$ cat src/rtl/clk_div_seq.sv
// Divided-clock run/stop sequencer: half-period counter, glitch-free park-low on stop,
// ratio changes latched via valid/ready and applied only at a falling boundary.
module clk_div_seq #(
    parameter int          CNT_W        = 12,
    parameter int unsigned DEFAULT_HALF = 1
) (
    input  logic             clk,
    input  logic             rst_n,
    input  logic             run,
    input  logic             cfg_valid,
    input  logic [CNT_W-1:0] cfg_half,
    output logic             cfg_ready,
    output logic             clk_out,
    output logic             tick_rise,
    output logic             tick_fall,
    output logic             busy,
    output logic             cfg_err
);

    typedef enum logic [1:0] {
        IDLE     = 2'd0,
        RUN      = 2'd1,
        STOPPING = 2'd2
    } state_t;

    state_t           state_q, state_d;
    logic [CNT_W-1:0] cnt_q, cnt_d;
    logic [CNT_W-1:0] cur_half_q, cur_half_d;
    logic [CNT_W-1:0] pend_half_q, pend_half_d;
    logic             pend_valid_q, pend_valid_d;
    logic             clk_out_q, clk_out_d;
    logic             tick_rise_q, tick_rise_d;
    logic             tick_fall_q, tick_fall_d;
    logic             cfg_err_q, cfg_err_d;

    logic             term;
    logic             xfer;
    logic [CNT_W-1:0] cnt_adv;

    assign term    = (cnt_q == cur_half_q - CNT_W'(1));
    assign cnt_adv = term ? '0 : cnt_q + CNT_W'(1);
    assign xfer    = cfg_valid && !pend_valid_q;

    always_comb begin
        state_d      = state_q;
        cnt_d        = cnt_q;
        cur_half_d   = cur_half_q;
        pend_half_d  = pend_half_q;
        pend_valid_d = pend_valid_q;
        clk_out_d    = clk_out_q;
        tick_rise_d  = 1'b0;
        tick_fall_d  = 1'b0;
        cfg_err_d    = xfer && (cfg_half == '0);

        unique case (state_q)
            IDLE: begin
                clk_out_d = 1'b0;
                cnt_d     = '0;
                if (pend_valid_q) begin
                    cur_half_d   = pend_half_q;
                    pend_valid_d = 1'b0;
                end
                if (run) begin
                    state_d = RUN;
                end
            end
            RUN, STOPPING: begin
                // Stop during a low phase: park immediately, suppress the pending rise.
                if (state_q == RUN && !run && !clk_out_q) begin
                    state_d = IDLE;
                    cnt_d   = '0;
                end else begin
                    cnt_d = cnt_adv;
                    if (term) begin
                        clk_out_d   = !clk_out_q;
                        tick_rise_d = !clk_out_q;
                        tick_fall_d = clk_out_q;
                        if (clk_out_q && pend_valid_q) begin
                            cur_half_d   = pend_half_q;
                            pend_valid_d = 1'b0;
                        end
                    end
                    // A stop request lands in STOPPING unless this edge is already the fall.
                    if (state_q == STOPPING || !run) begin
                        state_d = (term && clk_out_q) ? IDLE : STOPPING;
                    end
                end
            end
            default: begin
                state_d   = IDLE;
                cnt_d     = '0;
                clk_out_d = 1'b0;
            end
        endcase

        if (xfer && (cfg_half != '0)) begin
            pend_half_d  = cfg_half;
            pend_valid_d = 1'b1;
        end
    end

    always_ff @(posedge clk or negedge rst_n) begin
        if (!rst_n) begin
            state_q      <= IDLE;
            cnt_q        <= '0;
            cur_half_q   <= CNT_W'(DEFAULT_HALF);
            pend_half_q  <= '0;
            pend_valid_q <= 1'b0;
            clk_out_q    <= 1'b0;
            tick_rise_q  <= 1'b0;
            tick_fall_q  <= 1'b0;
            cfg_err_q    <= 1'b0;
        end else begin
            state_q      <= state_d;
            cnt_q        <= cnt_d;
            cur_half_q   <= cur_half_d;
            pend_half_q  <= pend_half_d;
            pend_valid_q <= pend_valid_d;
            clk_out_q    <= clk_out_d;
            tick_rise_q  <= tick_rise_d;
            tick_fall_q  <= tick_fall_d;
            cfg_err_q    <= cfg_err_d;
        end
    end

    assign cfg_ready = !pend_valid_q;
    assign clk_out   = clk_out_q;
    assign tick_rise = tick_rise_q;
    assign tick_fall = tick_fall_q;
    assign busy      = (state_q != IDLE);
    assign cfg_err   = cfg_err_q;

endmodule

$ cat config.mk
export PLATFORM = sky130hd
export DESIGN_NAME = clk_div_seq
export DESIGN_NICKNAME = d
export VERILOG_FILES = /design/src/rtl/clk_div_seq.sv
export SDC_FILE = /design/constraint.sdc
export NUM_CORES = 1
export LEC_CHECK = 0
export ABC_AREA = 1
export CELL_PAD_IN_SITES_DETAIL_PLACEMENT = 1
export CELL_PAD_IN_SITES_GLOBAL_PLACEMENT = 1
export CORE_UTILIZATION = 39
export CTS_CLUSTER_SIZE = 24
export DETAILED_ROUTE_END_ITERATION = 8
export GPL_TIMING_DRIVEN = 0
export PLACE_DENSITY = 0.72
export SLEW_MARGIN = 5
export SYNTH_ARGS = -nofsm -noshare
export SYNTH_HDL_FRONTEND = slang
export SYNTH_SLANG_ARGS = --single-unit
$ cat constraint.sdc
create_clock -name clk -period 1.8 [get_ports clk]
set_input_delay 0.45 -clock clk [delete_from_list [all_inputs] [get_ports clk]]
set_output_delay 0.45 -clock clk [all_outputs]
set_load 0.01 [all_outputs]
==> impl_metrics.py <==
metrics = {
    "synthesis": {
        "synth-edff-count": 0,
        "synthTopCellsByArea": "dfrtp_1, nand2_1, nand3_1, mux2_2, inv_1",
        "synth_common_cells": "nand2_1, dfrtp_1, inv_1",
        "synth_top_area_frac": 0.4375,
        "ys_seq_area_frac": 0.4484,
        "async_flop_share": 1.000,
        "netlist_instances": 295,
        "synth_area_um2": 2402,
        "synthFlopType": "dfrtp_1",
        "avgSynthCellArea_um2": 8.143,
        "ys_types": 30,
        "synth_top_area_cell": "dfrtp_1",
        "yosysMostFrequentCell": "nand2_1",
        "syn_nets": 318,
        "synth_seq_cells": 43,
        "synth_warnings": 0,
    },
    "drt": {
        "vias": 2041,
        "ant_nets": 0,
        "wirelength_um": 5677,
        "wl_per_cell_um": 13.68,
        "viasPerCell": 4.918,
        "drcViolationCount": 0,
        "firstDrtPassIters": 4,
        "drt_iter0_markers": 30,
    },
    "timing": {
        "finClkSkew_ns": 0.01295,
        "setup_viol": 29,
        "finalCritPeriodShare": 1.192,
        "slew-limit-headroom": 0.7406,
        "holdWs_ns": 0.04798,
        "worst_slew_pin_slew_ns": 0.3891,
        "min_period_ns": 2.145,
        "hold_violations": 0,
        "rsz0062_at_grt": "yes",
        "fin_ws_ns": -0.3447,
        "drv_slew": 0,
        "timing.fmax_mhz": 466.3,
    },
    "clock_tree": {
        "cts.htree.levels": 2,
        "clk_pin_slew_ns": 0.08,
        "cts_tree": "yes",
        "numCtsBuffers": 5,
        "cts-root-buf": "clkbuf_8",
        "cts_hold_buffers": 0,
        "clock_path_buffers": 2,
        "clock_insertion_delay_worst_skew_ns": 0.30,
        "clock_sinks": 43,
    },
    "global_routing": {
        "overflow": 0,
        "grt_pass1_vias": 2075,
        "grt_pass1_wl_um": 9694,
        "grt_max_degree": 31,
        "grt_usage": 0.1975,
        "grt_antenna_before_repair": 0,
    },
    "floorplanning": {
        "io_pins": 22,
        "coreArea_um2": 5921,
        "die_y_um": 80.49,
        "floorplan.initialDensity": 0.4057,
        "die_w_um": 80.49,
        "num_rows": 28,
        "die-area_um2": 6478,
    },
    "power": {
        "sw_frac_of_total": 0.4257,
        "total_power_mw": 5.017,
        "p_sw_mw": 2.136,
        "combPwrFrac": 0.535,
        "powerDensity_nw_per_um2": 1608,
        "cellLeakagePower_nw": 1.498,
        "vdd_drop_max_mv": 0.7746,
        "power_frac_seq": 0.312,
        "p_int_mw": 2.881,
        "clock_power_share": 0.154,
    },
    "setup_path": {
        "reg2regPathDepth": 16,
        "reg2reg_from": "cur_half_q[0]$_DFFE_PN1P_",
        "max_stage_delay_ns": 0.57,
        "crit_arrival_ns": 2.33,
        "crit_path_end_kind": "flip-flop",
        "critPathMaxFanout": 10,
        "worstSetupStartpointType": "flip-flop",
        "rrSetupSlack_ns": -0.34,
        "crit_buf_inv": 3,
        "path_cells": "inv_4, ha_4, inv_2, nand2_2, nand2_1, nor2_1, nand3_1, nor2_2, nand2_2, nor2_4, nand4_2, nand2_4, nand2_4, buf_6, nand2_1, nand2_1",
        "required_ns": 1.99,
        "r2r_end": "cur_half_q[4]$_DFFE_PN0P_",
        "cpMostUsedCell": "nand2_1",
        "critical_path.top_delay_family": "simple AND/OR/NAND/NOR gates",
        "crit_type": "reg2reg",
        "cpMaxStageDelayCell": "dfstp_2",
    },
    "min_path": {
        "hp-class": "in2async",
    },
    "final_layout": {
        "area_delta_synth_final_pct": 29.90,
        "nFillCells": 708,
        "nets": 362,
        "final_util": 0.5271,
        "diodes": 0,
        "layout-drive-gt1-share": 0.2382,
        "fin_cells": 415,
    },
    "outcome": {
        "status": "finished, violations left",
        "violations": "negative setup slack",
    },
    "placed_design": {
        "placement.io_buffers": 21,
        "place_inst": 392,
        "dp_hpwl_um": 4134,
        "routabilityCongestion": 0.7878,
    },
    "job": {
        "timing.max_cap.violations": 0,
    },
}
## placed cells by master (no fill, tap or decap), drive strengths merged
| cell type | instances |
|---|---|
| ha | 7 |
| or2 | 1 |
| mux2 | 12 |
| clkinvlp | 1 |
| dfstp | 1 |
| buf | 20 |
| nor2 | 33 |
| a31oi | 1 |
| dfrtp | 42 |
| xor2 | 6 |
| nor3 | 5 |
| nand3b | 3 |
| inv | 36 |
| o21ai | 6 |
| clkdlybuf4s15 | 1 |
| bufinv | 1 |
| dlygate4sd2 | 2 |
| nand2 | 91 |
| nor4 | 4 |
| xnor2 | 4 |
| dlymetal6s2s | 5 |
| clkdlybuf4s50 | 12 |
| nand3 | 30 |
| nand4 | 4 |
| clkinv | 1 |
| a21oi | 3 |
| clkbuf | 8 |
## worst max-delay path by stage
stage	endpoint	slack (ns)	from	cells after the start
6_report	cur_half_q[4]$_DFFE_PN0P_	-0.34	cur_half_q[0]$_DFFE_PN1P_	16
5_1_grt	cnt_q[7]$_DFF_PN0_	-0.49	cur_half_q[0]$_DFFE_PN1P_	14
4_1_cts	cnt_q[11]$_DFF_PN0_	-0.39	cur_half_q[0]$_DFFE_PN1P_	14
3_5_place_dp	pend_half_q[8]$_DFFE_PN0P_	-0.72	cfg_half[1]	6
3_3_place_gp	cfg_err$_DFF_PN0_	-0.93	rst_n	1
2_1_floorplan	cur_half_q[2]$_DFFE_PN0P_	-0.19	cur_half_q[0]$_DFFE_PN1P_	16
## routing by layer
metal	global-route usage	routed length (µm)
met1	0.2514	2645
met2	0.3390	2843
met3	0.03409	103
met4	0.05893	85
met5	0	0
## power by group through the flow
| stage | Clock, mW | Sequential (mW) | Combinational (mW) |
|---|---|---|---|
| after floorplan | 0 | 1.50 | 1.72 |
| after global placement | 0 | 1.55 | 2.14 |
| after detailed placement | 0 | 1.58 | 2.23 |
| after CTS | 0.794 | 1.56 | 2.54 |
| after global routing | 0.829 | 1.61 | 3.02 |
| final | 0.771 | 1.56 | 2.68 |
## timing repair
action,in CTS,in global routing
setup endpoints to repair,43,42
endpoints found under the hold margin,0,0
buffers inserted,11,3
pin swaps,7,6
resized for setup,26,20
cloned,1,1
## per-stage QoR
step,setup TNS (ns),setup WS [ns],cell area (µm²)
CTS,-9.638,-0.3900,3005
finish,-8.560,-0.3447,3120
detailed placement,-20.06,-0.7189,2738
global route,-12.78,-0.4903,3120
floorplan,-3.272,-0.1866,2419
global placement,-57.79,-0.9302,2723
## flip-flops by register name, summed over array words and instances (netlist names)
signal        cells
cnt_q            12
state_q           2
pend_half_q      12
cur_half_q       12
tick_rise         1
clk_out           1
pend_valid_q      1
cfg_err           1
tick_fall         1
## area by class of cell
class                   count  area, µm²  share of cell area
clock inverters             2      37.54             0.01203
well taps                  75      93.84             0.03007
multi-input cells         210       1272              0.4078
flip-flops and latches     43       1077              0.3452
clock buffers               6      72.57             0.02326
plain buffers               5      52.55             0.01684
repair buffers             37      372.9              0.1195
inverters                  37      141.4             0.04531
## kinds of logic after synthesis
logic type	share of synthesized area
xor+xnor	0.03646
fa+ha+maj	0.03646
simple gates	0.3271
compound gates	0.02135
buf+inv	0.07395
flops	0.4484
mux	0.05625
Note: power is estimated with default switching activity, not from simulation.
